`src/rtl/lift_pkg.sv`:
```
// lift_pkg: shared floor encodings, direction values and dispatcher states for the lift call path.
package lift_pkg;
  localparam int DEF_NUM_FLOORS = 3;
  localparam logic [2:0] FLOOR_0 = 3'b001;
  localparam logic [2:0] FLOOR_1 = 3'b010;
  localparam logic [2:0] FLOOR_2 = 3'b100;
  localparam logic DIR_UP = 1'b1;
  localparam logic DIR_DOWN = 1'b0;
  typedef enum logic [1:0] {IDLE, SERVE, DOOR_HOLD, FAULT} state_t;
endpackage

```
`src/rtl/lift_call_select.sv`:
```
// lift_call_select: combinational SCAN picker returning the next one-hot target and travel direction.
module lift_call_select #(
  parameter int NUM_FLOORS = 3
) (
  input  logic [NUM_FLOORS-1:0] pending,
  input  logic [NUM_FLOORS-1:0] cur_floor,
  input  logic                  dir,
  output logic [NUM_FLOORS-1:0] target,
  output logic                  new_dir,
  output logic                  found
);
  import lift_pkg::*;
  logic [NUM_FLOORS-1:0] above, below, near_up, near_dn;
  logic hit, use_up;
  always_comb begin
    above = '0;
    below = '0;
    near_up = '0;
    near_dn = '0;
    hit = 1'b0;
    for (int i = 0; i < NUM_FLOORS; i++) begin
      below[i] = pending[i] & ~hit & ~cur_floor[i];
      above[i] = pending[i] & hit;
      hit = hit | cur_floor[i];
    end
    // ascending overwrite keeps the highest below; descending keeps the lowest above
    for (int i = 0; i < NUM_FLOORS; i++) begin
      if (below[i]) near_dn = NUM_FLOORS'(1) << i;
      if (above[NUM_FLOORS-1-i]) near_up = NUM_FLOORS'(1) << (NUM_FLOORS-1-i);
    end
    use_up = (dir == DIR_UP) ? |above : ~|below;
    target = use_up ? near_up : near_dn;
    new_dir = use_up ? DIR_UP : DIR_DOWN;
    found = |(above | below);
  end
endmodule

```
`src/rtl/lift_call_dispatcher.sv`:
```
// lift_call_dispatcher: latches floor calls, dispatches them in SCAN order and guards each request with a watchdog.
// Optional LIFT_TRIP_CNT_EN adds a saturating trip_count_o of accepted completions.
module lift_call_dispatcher #(
  parameter int NUM_FLOORS       = lift_pkg::DEF_NUM_FLOORS,
  parameter int DOOR_HOLD_CYCLES = 4,
  parameter int TIMEOUT_CYCLES   = 64
) (
  input  logic                  clk_i,
  input  logic                  rst_i,
  input  logic [NUM_FLOORS-1:0] call_btn_i,
  input  logic [NUM_FLOORS-1:0] out_current_floor,
  input  logic                  complete,
  output logic [NUM_FLOORS-1:0] request_floor,
  output logic                  req_valid,
  output logic                  over_time,
  output logic [NUM_FLOORS-1:0] pending_o,
  output logic                  busy_o
`ifdef LIFT_TRIP_CNT_EN
  , output logic [15:0]         trip_count_o
`endif
);
  import lift_pkg::*;
  localparam int WD_W = (TIMEOUT_CYCLES > 1) ? $clog2(TIMEOUT_CYCLES) : 1;
  localparam int HOLD_W = (DOOR_HOLD_CYCLES > 1) ? $clog2(DOOR_HOLD_CYCLES) : 1;
  state_t state, state_n;
  logic [NUM_FLOORS-1:0] pending_r, target_r, sel_target, clr;
  logic dir_r, sel_dir, sel_found;
  logic [WD_W-1:0] wd_r;
  logic [HOLD_W-1:0] hold_r;
  logic dispatch, accept, timeout, hold_done, at_cur_call;

  lift_call_select #(.NUM_FLOORS(NUM_FLOORS)) u_select (
    .pending   (pending_r),
    .cur_floor (out_current_floor),
    .dir       (dir_r),
    .target    (sel_target),
    .new_dir   (sel_dir),
    .found     (sel_found)
  );

  always_comb begin
    dispatch = (state == IDLE) && $onehot(out_current_floor) && sel_found;
    accept = (state == SERVE) && complete && (out_current_floor == target_r);
    timeout = (state == SERVE) && (wd_r == WD_W'(TIMEOUT_CYCLES - 1));
    hold_done = hold_r == HOLD_W'(DOOR_HOLD_CYCLES - 1);
    at_cur_call = |(call_btn_i & out_current_floor);
    // calls at the floor the car is parked on are absorbed rather than dispatched
    clr = (accept ? target_r : '0) |
          (((state == IDLE) || (state == DOOR_HOLD)) ? out_current_floor : '0);
    state_n = state;
    unique case (state)
      IDLE:      state_n = dispatch ? SERVE : IDLE;
      SERVE:     state_n = accept ? DOOR_HOLD : (timeout ? FAULT : SERVE);
      DOOR_HOLD: state_n = (hold_done && !at_cur_call) ? IDLE : DOOR_HOLD;
      default:   state_n = FAULT;
    endcase
    request_floor = (state == SERVE) ? target_r : '0;
    req_valid = state == SERVE;
    over_time = state == FAULT;
    busy_o = (state == SERVE) || (state == DOOR_HOLD);
    pending_o = pending_r;
  end

  always_ff @(posedge clk_i) begin
    if (!rst_i) begin
      state <= IDLE;
      pending_r <= '0;
      target_r <= '0;
      dir_r <= DIR_UP;
      wd_r <= '0;
      hold_r <= '0;
    end else begin
      state <= state_n;
      pending_r <= (pending_r | call_btn_i) & ~clr;
      if (dispatch) begin
        target_r <= sel_target;
        dir_r <= sel_dir;
      end
      wd_r <= ((state == SERVE) && !accept) ? wd_r + WD_W'(1) : '0;
      hold_r <= ((state == DOOR_HOLD) && !hold_done && !at_cur_call) ? hold_r + HOLD_W'(1) : '0;
    end
  end

`ifdef LIFT_TRIP_CNT_EN
  always_ff @(posedge clk_i) begin
    if (!rst_i) trip_count_o <= '0;
    else if (accept && (trip_count_o != 16'hFFFF)) trip_count_o <= trip_count_o + 16'd1;
  end
`endif
endmodule

```
`config.mk`:
```
export PLATFORM = sky130hd
export DESIGN_NAME = lift_call_dispatcher
export DESIGN_NICKNAME = d
export VERILOG_FILES = /design/src/rtl/lift_pkg.sv /design/src/rtl/lift_call_select.sv /design/src/rtl/lift_call_dispatcher.sv
export SDC_FILE = /design/constraint.sdc
export NUM_CORES = 1
export LEC_CHECK = 0
export CORE_MARGIN = 2
export CORE_UTILIZATION = 50
export DETAILED_ROUTE_END_ITERATION = 8
export PLACE_DENSITY_LB_ADDON = 0.15
export SYNTH_ARGS = -nofsm -noshare
export SYNTH_HDL_FRONTEND = slang
export SYNTH_SLANG_ARGS = --single-unit
export TNS_END_PERCENT = 50
```
`constraint.sdc`:
```
create_clock -name clk_i -period 2.2 [get_ports clk_i]
set_input_delay 0.33 -clock clk_i [delete_from_list [all_inputs] [get_ports clk_i]]
set_output_delay 0.33 -clock clk_i [all_outputs]
set_load 0.005 [all_outputs]
```
**Word level (Yosys, flattened, before mapping)**

Index checks and enable logic that the tools add are counted.

- Bits in registers: 17
- Latch bits: 0
- Bits in writable memories: 0
- Bits in read-only memories: 0
- Input bits: 9
- Output and inout port bits: 9
- Word-level logic and storage cells: 73
- Memories kept: 0

- Add/subtract/negate cells: 4
- $mul: 0
- Divide/modulo/power cells: 0
- Magnitude comparators: 0
- Equality and inequality tests: 7
- Shift-type cells: 0
- Muxes and demuxes: 16
- Bitwise gates (word level): 18
- Reductions and logical operators: 22

Operators by type and width:

| cell | number |
|---|---|
| two-way mux 3 bit | 8 |
| logical AND 1 bit | 9 |
| bitwise OR 3 bit | 3 |
| OR reduction 3 bit | 3 |
| AND 1 bit | 7 |
| adder 6 x 1 -> 6 bit, second input constant | 1 |
| AND 3 bit | 2 |
| equality test 2 bit, second input constant | 3 |
| equality test 6 bit, second input constant | 1 |
| two-way mux 2 bit | 3 |
| one-hot mux 2 bit (3 select lines) | 1 |
| equality test 2 x 1 -> 1 bit, second input constant | 2 |
| logical NOT 1 bit | 4 |
| two-way mux 1 bit | 4 |
| NOT 1 bit | 4 |
| AND reduction 2 bit | 2 |
| equality test 3 bit | 1 |
| NOT 3 bit | 1 |
| adder 1 x 1 -> 2 bit | 1 |
| adder 2 x 1 -> 2 bit | 1 |
| adder 2 x 1 -> 2 bit, second input constant | 1 |
| logical NOT 2 bit | 1 |
| logical OR 1 bit | 2 |
| OR reduction 2 bit | 1 |
| bitwise OR 1 bit | 1 |

**Logic depth before layout (Yosys ltp)**

Gate-level depths: netlist of run 1.

- Word-level depth: 9
- Gate-level depth with buffers: 7
- Mapped depth without buffers: 6

**Hierarchy**

A second synthesis of run 1 with hierarchy kept.

- Cells, all modules: 107
- Area total of the unflattened synthesis: 918.4 µm²

Modules (own cells, without submodules):

| module | times used | cells an instance | area each (µm²) | seq. area each (µm²) |
|---|---|---|---|---|
| lift_call_dispatcher | 1 | 87 | 785.8 | 340.3 |
| lift_call_select | 1 | 20 | 132.6 | 0.0 |

**Worst setup path before layout of run 1**

Ideal clock, no wire load.

- Path type: input-to-reg
- Start point: in out_current_floor[0]
- End point: reg state[0]
- Library setup time: 0.114 ns
- Data arrival time: 1.773 ns
- Data required time: 2.086 ns
- Slack: 0.313 ns
- Cell stages on the path: 7
- Path buffers: 1
- Cells stage by stage: buf_2 > inv_1 > fa_1 > and3b_1 > o21ai_1 > o21bai_1 > a21bo_1

- Word-level cells in the longest chain between the ends: 9
- Elaborated cells between the ends (all ways): 22
- Those cells by class: 2 x add/sub; 2 x eq/ne; 3 x mux; 11 x bitwise; 4 x reduce/logical

RTL lines:

| item | RTL line | source |
|---|---|---|
| start: declaration | lift_call_dispatcher.sv:11 | `input logic [NUM_FLOORS-1:0] out_current_floor,` |
| parallel branches: the longest is 8 deep, another holds adder 1 x 1 -> 2 bit | -- |  |
| one-hot mux 2 bit (3 select lines) (*) | lift_call_dispatcher.sv:51 | `unique case (state)` |
| end signal: assignment | lift_call_dispatcher.sv:73 | `state <= state_n;` |
| end: declaration | lift_call_dispatcher.sv:25 | `state_t state, state_n;` |

Every way passes the cells marked *.
A chain may end at the register's enable or synchronous reset.

**Worst setup path after layout of run 1**

- Start point: reg state[1]
- End point: out request_floor[1]

- Word-level cells in the longest chain between the ends: 2

RTL lines:

| item | RTL line | source |
|---|---|---|
| equality test 2 x 1 -> 1 bit | lift_call_dispatcher.sv:57 | `request_floor = (state == SERVE) ? target_r : '0;` |
| two-way mux 3 bit | lift_call_dispatcher.sv:57 |  |
| end: declaration | lift_call_dispatcher.sv:13 | `output logic [NUM_FLOORS-1:0] request_floor,` |

Every way passes these cells.

==> summary.md, run 1 <==
| Metric | Value |
|---|---|
| PortBufs | `17` |
| Clk_lat worst skew | `0.28 ns` |
| Tcrit/Tclk final | `90.0%` |
| H-tree Lvls | `1` |
| Compound-Gate Fraction of Synth Area | `22.2%` |
| Min cycle time layout | `1.98 ns` |
| Hold Vio Cnt, Final | `0` |
| Library cells used by synthesis | `35` |
| Initial Util | `53.9%` |
| Largest net degree at the start of global routing | `12` |
| Final Core Density | `67.2%` |
| Lkg Pwr | `0.450 nW` |
| Initial DRC Count | `9` |
| Multiplexer share of the synthesized area | `0%` |
| Hold buffer count at CTS | `0` |
| CTS tree | `yes` |
| Setup violations, final | `0` |
| Slew headroom | `68.9%` |
| Simple-Gate Fraction of Synth Area | `19.3%` |
| YS warnings | `0` |
| Worst setup SP type | `register` |
| Die H | `47.4 um` |
| Asr flop ratio synth | `0%` |
| Seq/Total Area, Yosys | `36.2%` |
| Die span in x | `47.4 um` |
| Routed via count | `810` |
| Antenna Nets Post-Route | `0` |
| Worst-path clk slew | `0.10 ns` |
| IO Pins | `18` |
| WP data required | `1.87 ns` |
| Clk root buf | `clkbuf_4` |
| Setup Buffers After CTS | `0` |
| Vias/cell | `5.44` |
| Area of the die | `2240 um^2` |
| Ant. Diodes | `0` |
| Power per cell area | `513 nW/um^2` |
| Nets | `141` |
| Synth Cell Area | `941 um^2` |
| RSZ-0062 raised after global routing | `no` |
| Syn Inst Count | `103` |
| CP arrival | `1.65 ns` |
| # DRC | `0` |
| MaxCap Viol Count | `0` |
| Detailed Route WL | `1890 um` |
| Min-delay worst type | `reg -> reg` |
| Synth area leaders | `dfxtp_1 (36%), ha_1 (8.0%), o21ai_0 (4.8%)` |
| Top FF cell, synth | `dfxtp_1` |
| Actual transition at the worst max-transition pin | `0.467 ns` |
| Final Hold Slack | `0.428 ns` |
| Number of synthesized flops with an enable pin | `0` |
| Core Area | `1750 um^2` |
| Max Slew Vio Count | `0` |
| Layout cell share with drive strength beyond 1 | `8.06%` |
| Post-synth top area share | `36.2%` |
| Avg WL per Cell | `12.7 um` |
| Number of global-route vias before repair | `717` |
| Dpl hpwl | `1470 um` |
| Area added between synthesis and finish | `24.6%` |
| FMAX | `0.505 GHz` |
| Status | `finished, final reports clean` |
| Quantity of gates resized following cts | `0` |
| Largest family of logic cells by synthesized area | `compound AO/OA/AOI/OAI gates` |
| Post-synth top area cell | `dfxtp_1` |
| Maximum vdd drop | `466 uV` |
| Clk buf depth | `2` |
| Overall Global Routing Usage | `18.5%` |
| Total CTS buffers | `3` |
| Yosys reg bits | `17` |
| Synth Area in Adders | `10.1%` |
| Crit Path Class | `reg -> out` |
| Crit. End Element | `output port` |
| RD Place Congestion | `0.838` |
| Critical Path Fanout Max | `7` |
| Overflow after GRT | `0` |
| Initial antenna violation count | `0` |
| Final clock skew | `0.00306 ns` |
| Avg Inst Size Synth | `9.13 um^2` |
| Syn nets | `119` |
| Row count | `15` |
| First-pass GRT wire length | `2950 um` |
| Fillers | `145` |
| Xor/xnor cell area share of the yosys netlist | `6.52%` |
| Clk sinks | `17` |
| Drt pass-1 iters | `4` |
==> worst max-delay path: stages (launching register included) <==
cell and delay (ns):
dfxtp_1 0.35, inv_1 0.08, ha_1 0.28, and2_1 0.17, clkdlybuf4s50_1 0.49
==> stage by stage <==
step,power (mW),setup TNS (ns),area (um^2),instances,worst slack [ns]
3_3_place_gp,0.445,-0.0781,1140,145,-0.0376
3_5_place_dp,0.446,-0.151,1140,145,-0.0591
5_1_grt,0.632,0,1170,149,0.0848
6_report,0.602,0,1170,149,0.220
2_1_floorplan,0.398,0,941,103,0.313
4_1_cts,0.607,0,1170,149,0.215
==> sequential cells by signal, summed over array words and instances, names as in the netlist <==
register	count
dir_r	1
hold_r	2
pending_o	3
state	2
target_r	3
wd_r	6
==> where the power goes <==
part | internal (mW) | switching, mW | leakage [nW] | total (mW)
combinational | 0.0583 | 0.0523 | 0.294 | 0.111
sequential | 0.317 | 0.0128 | 0.138 | 0.330
clock | 0.0674 | 0.0938 | 0.0177 | 0.161
==> layout by cell type (no fill, tap or decap), drive strengths merged, types with 2 or more instances in the layout <==
master and n:
inv 9, nor2 10, xor2 2, a21oi 3, dfxtp 17, nand3 7
nor2b 4, and3b 2, ha 6, nand2b 2, buf 3, o21ai 11
and2 3, clkbuf 3, clkdlybuf4s50 17, a221oi 3, xnor2 5
==> cell usage after synthesis, types with 2 or more instances <==
cell type / number
o21ai_0: 9
nor2b_1: 4
and3b_1: 2
nand3_1: 7
inv_1: 9
nor2_1: 10
a21oi_1: 3
a221oi_1: 3
xor2_1: 2
ha_1: 6
dfxtp_1: 17
o21ai_1: 2
and2_1: 3
xnor2_1: 5
==> layer usage <==
metal / share of wire, % / GRT usage, % / up-vias
met5: 0 / 0 / -
met4: 1.4 / 7.78 / 0
met3: 5.1 / 3.85 / 4
met2: 47 / 29.2 / 24
met1: 47 / 24.4 / 371
li1: - / - / 411
==> final cells by class <==
class	instances	area (um^2)	share of cell area [%]
clock buffer	3	22.5	1.92
clock inverter	1	5.00	0.427
inverter	9	33.8	2.88
multi-input combinational	74	547	46.6
sequential	17	340	29.0
tap	25	31.3	2.67
timing repair buffer	20	193	16.4
==> cells by family after synthesis <==
family / Yosys count
AO/OA/AOI/OAI: 28
AND/OR/NAND/NOR: 32
XOR/XNOR: 7
flip-flops: 17
buffers and inverters: 12
adder cells (fa/ha/maj): 7
==> path summary, 6_finish.rpt <==
path                   from               end  slack, ns  cells after the start
setup reg to reg   state[0]          state[0]       0.65                      6
hold reg to reg   hold_r[0]         hold_r[0]       0.43                      1
setup / recovery   state[1]  request_floor[1]       0.22                      4
hold / removal    hold_r[0]         hold_r[0]       0.43                      1
(Power assumes the default switching activity.)
==> run 2: changes to the inputs <==
--- a/config.mk
+++ b/config.mk
@@ -5,10 +5,13 @@
 export SDC_FILE = /design/constraint.sdc
 export NUM_CORES = 1
 export LEC_CHECK = 0
+export CELL_PAD_IN_SITES_DETAIL_PLACEMENT = 2
+export CELL_PAD_IN_SITES_GLOBAL_PLACEMENT = 2
 export CORE_MARGIN = 2
-export CORE_UTILIZATION = 50
+export CORE_UTILIZATION = 30
 export DETAILED_ROUTE_END_ITERATION = 8
 export PLACE_DENSITY_LB_ADDON = 0.15
+export SLEW_MARGIN = 20
 export SYNTH_ARGS = -nofsm -noshare
 export SYNTH_HDL_FRONTEND = slang
 export SYNTH_SLANG_ARGS = --single-unit
==> summary.md, run 2 (same netlist as run 1, synthesis figures left out) <==
| Metric | Value |
|---|---|
| Status | `finished, final reports clean` |
| Post-route cell area | `1200 um^2` |
| Top delay family on crit path | `buffers and inverters` |
| Biggest register | `wd_r` |
| Slowest-stage cell, CP | `fa_1` |
| Layout cell share with drive strength beyond 1 | `8.06%` |
| Slew headroom | `67.6%` |
| PortBufs | `17` |
| Hold Vio Cnt, Final | `0` |
| Area added between synthesis and finish | `27.4%` |
| # DRC | `0` |
| Lkg Pwr | `0.447 nW` |
| Layout Cells excl Fill | `168` |
| Final Core Density | `39.6%` |
| Ant. Diodes | `0` |
| Dpl ws | `-0.186 ns` |
| Final clock skew | `0.00860 ns` |
| Nets | `141` |
| RD Place Congestion | `0.719` |
| Detailed Route WL | `2630 um` |
| Total CTS buffers | `3` |
| FF+latch area | `340 um^2` |
| Actual transition at the worst max-transition pin | `0.486 ns` |
| Area of the die | `3600 um^2` |
| Routed length on met1 | `1160 um` |
| Crit. End Element | `register` |
| Tcrit/Tclk final | `90.6%` |
| Wire length on met2 | `1390 um` |
| FMAX | `0.502 GHz` |
| Tot Pwr | `0.618 mW` |
| Core Area | `3030 um^2` |
| Overflow after GRT | `0` |
| Avg WL per Cell | `15.7 um` |
| Min cycle time layout | `1.99 ns` |
| Largest net degree at the start of global routing | `12` |
| Initial DRC Count | `22` |
| Worst-path clk slew | `0.10 ns` |
| DP Cell Count | `164` |
| Maximum vdd drop | `274 uV` |
| Critical Path Fanout Max | `7` |
| Placed cell areas | `1170 um^2` |
| Antenna Nets Post-Route | `0` |
| Clk sinks | `17` |
| RSZ-0062 raised after global routing | `no` |
| Initial antenna violation count | `0` |
| Worst setup SP type | `input pin` |
| Clk buf depth | `2` |
| Met3 WL | `61 um` |
| Max Slew Vio Count | `0` |
| Crit Path Class | `in -> reg` |
| Clk root buf | `clkbuf_4` |
| Drt pass-1 iters | `4` |
| CP peak stage delay | `0.49 ns` |
| Top Metal Used | `met4` |
| Clk_lat worst skew | `0.29 ns` |
| Setup Buffers After CTS | `0` |
| Number of global-route vias before repair | `887` |
| Worst path cell trace | `clkdlybuf4s50_1 -> inv_1 -> fa_1 -> and3b_1 -> o21ai_2 -> o311ai_0` |
| CP arrival | `2.16 ns` |
| Worst setup margin | `0.208 ns` |
| Row count | `20` |
| WP buf/inv | `2` |
| Routed via count | `833` |
| Number of flip-flops in the largest register | `6` |
| First-pass GRT wire length | `4350 um` |
| WP data required | `2.37 ns` |
| Most frequent cells in the layout | `dfxtp_1 (17), clkdlybuf4s50_1 (17), nor2_1 (10)` |
| Fillers | `351` |
| Min-delay worst type | `reg -> reg` |
| H-tree Lvls | `1` |
| Final Hold Slack | `0.434 ns` |
| Multi-input gate area | `551 um^2` |
| Die H | `60.0 um` |
| Initial Util | `31.1%` |
| CTS tree | `yes` |
| Die span in x | `60.0 um` |
| Power per cell area | `516 nW/um^2` |
| Dpl hpwl | `2080 um` |
| Vias/cell | `4.96` |
| Setup violations, final | `0` |
| MaxCap Viol Count | `0` |
| Total negative setup slack | `0 ns` |
| Overall Global Routing Usage | `16.8%` |
| IO Pins | `18` |
run 2: cell types whose count changed in the layout (fill, tap and decap cells not counted):
cell,before,now
o21ai_2,0,1
clkbuf_1,0,1
clkinv_2,1,0
o21ai_1,2,1
run 2: final cells by class:
class                      instances  area share [%]
multi-input combinational         74            45.9
timing repair buffer              20            16.1
sequential                        17            28.4
clock buffer                       4            2.19
tap                               44            4.59
inverter                           9            2.82
run 2: where the power goes:
part | internal (mW) | total (mW) | switching, mW
sequential | 0.317 | 0.332 | 0.0144
combinational | 0.0594 | 0.117 | 0.0579
clock | 0.0704 | 0.169 | 0.0991
run 2: what timing repair did:
item	CTS	global route
hold buffers	0	0
gates resized for setup	0	1
setup endpoints to repair	0	1
run 2: layer usage:
layer  global-route usage (%)  vias up
li1                         -      409
met1                     19.4      412
met2                     30.9       10
met3                     2.60        2
met4                     5.71        0
met5                        0        -
run 2: path summary, 6_finish.rpt:
| kind | startpoint | to | slack [ns] | cells after the start |
|---|---|---|---|---|
| worst max-delay path | out_current_floor[0] | dir_r | 0.21 | 6 |
| worst min-delay path | hold_r[0] | hold_r[0] | 0.43 | 1 |
| worst max register to register | pending_o[1] | state[0] | 0.66 | 4 |
| worst min register to register | hold_r[0] | hold_r[0] | 0.43 | 1 |
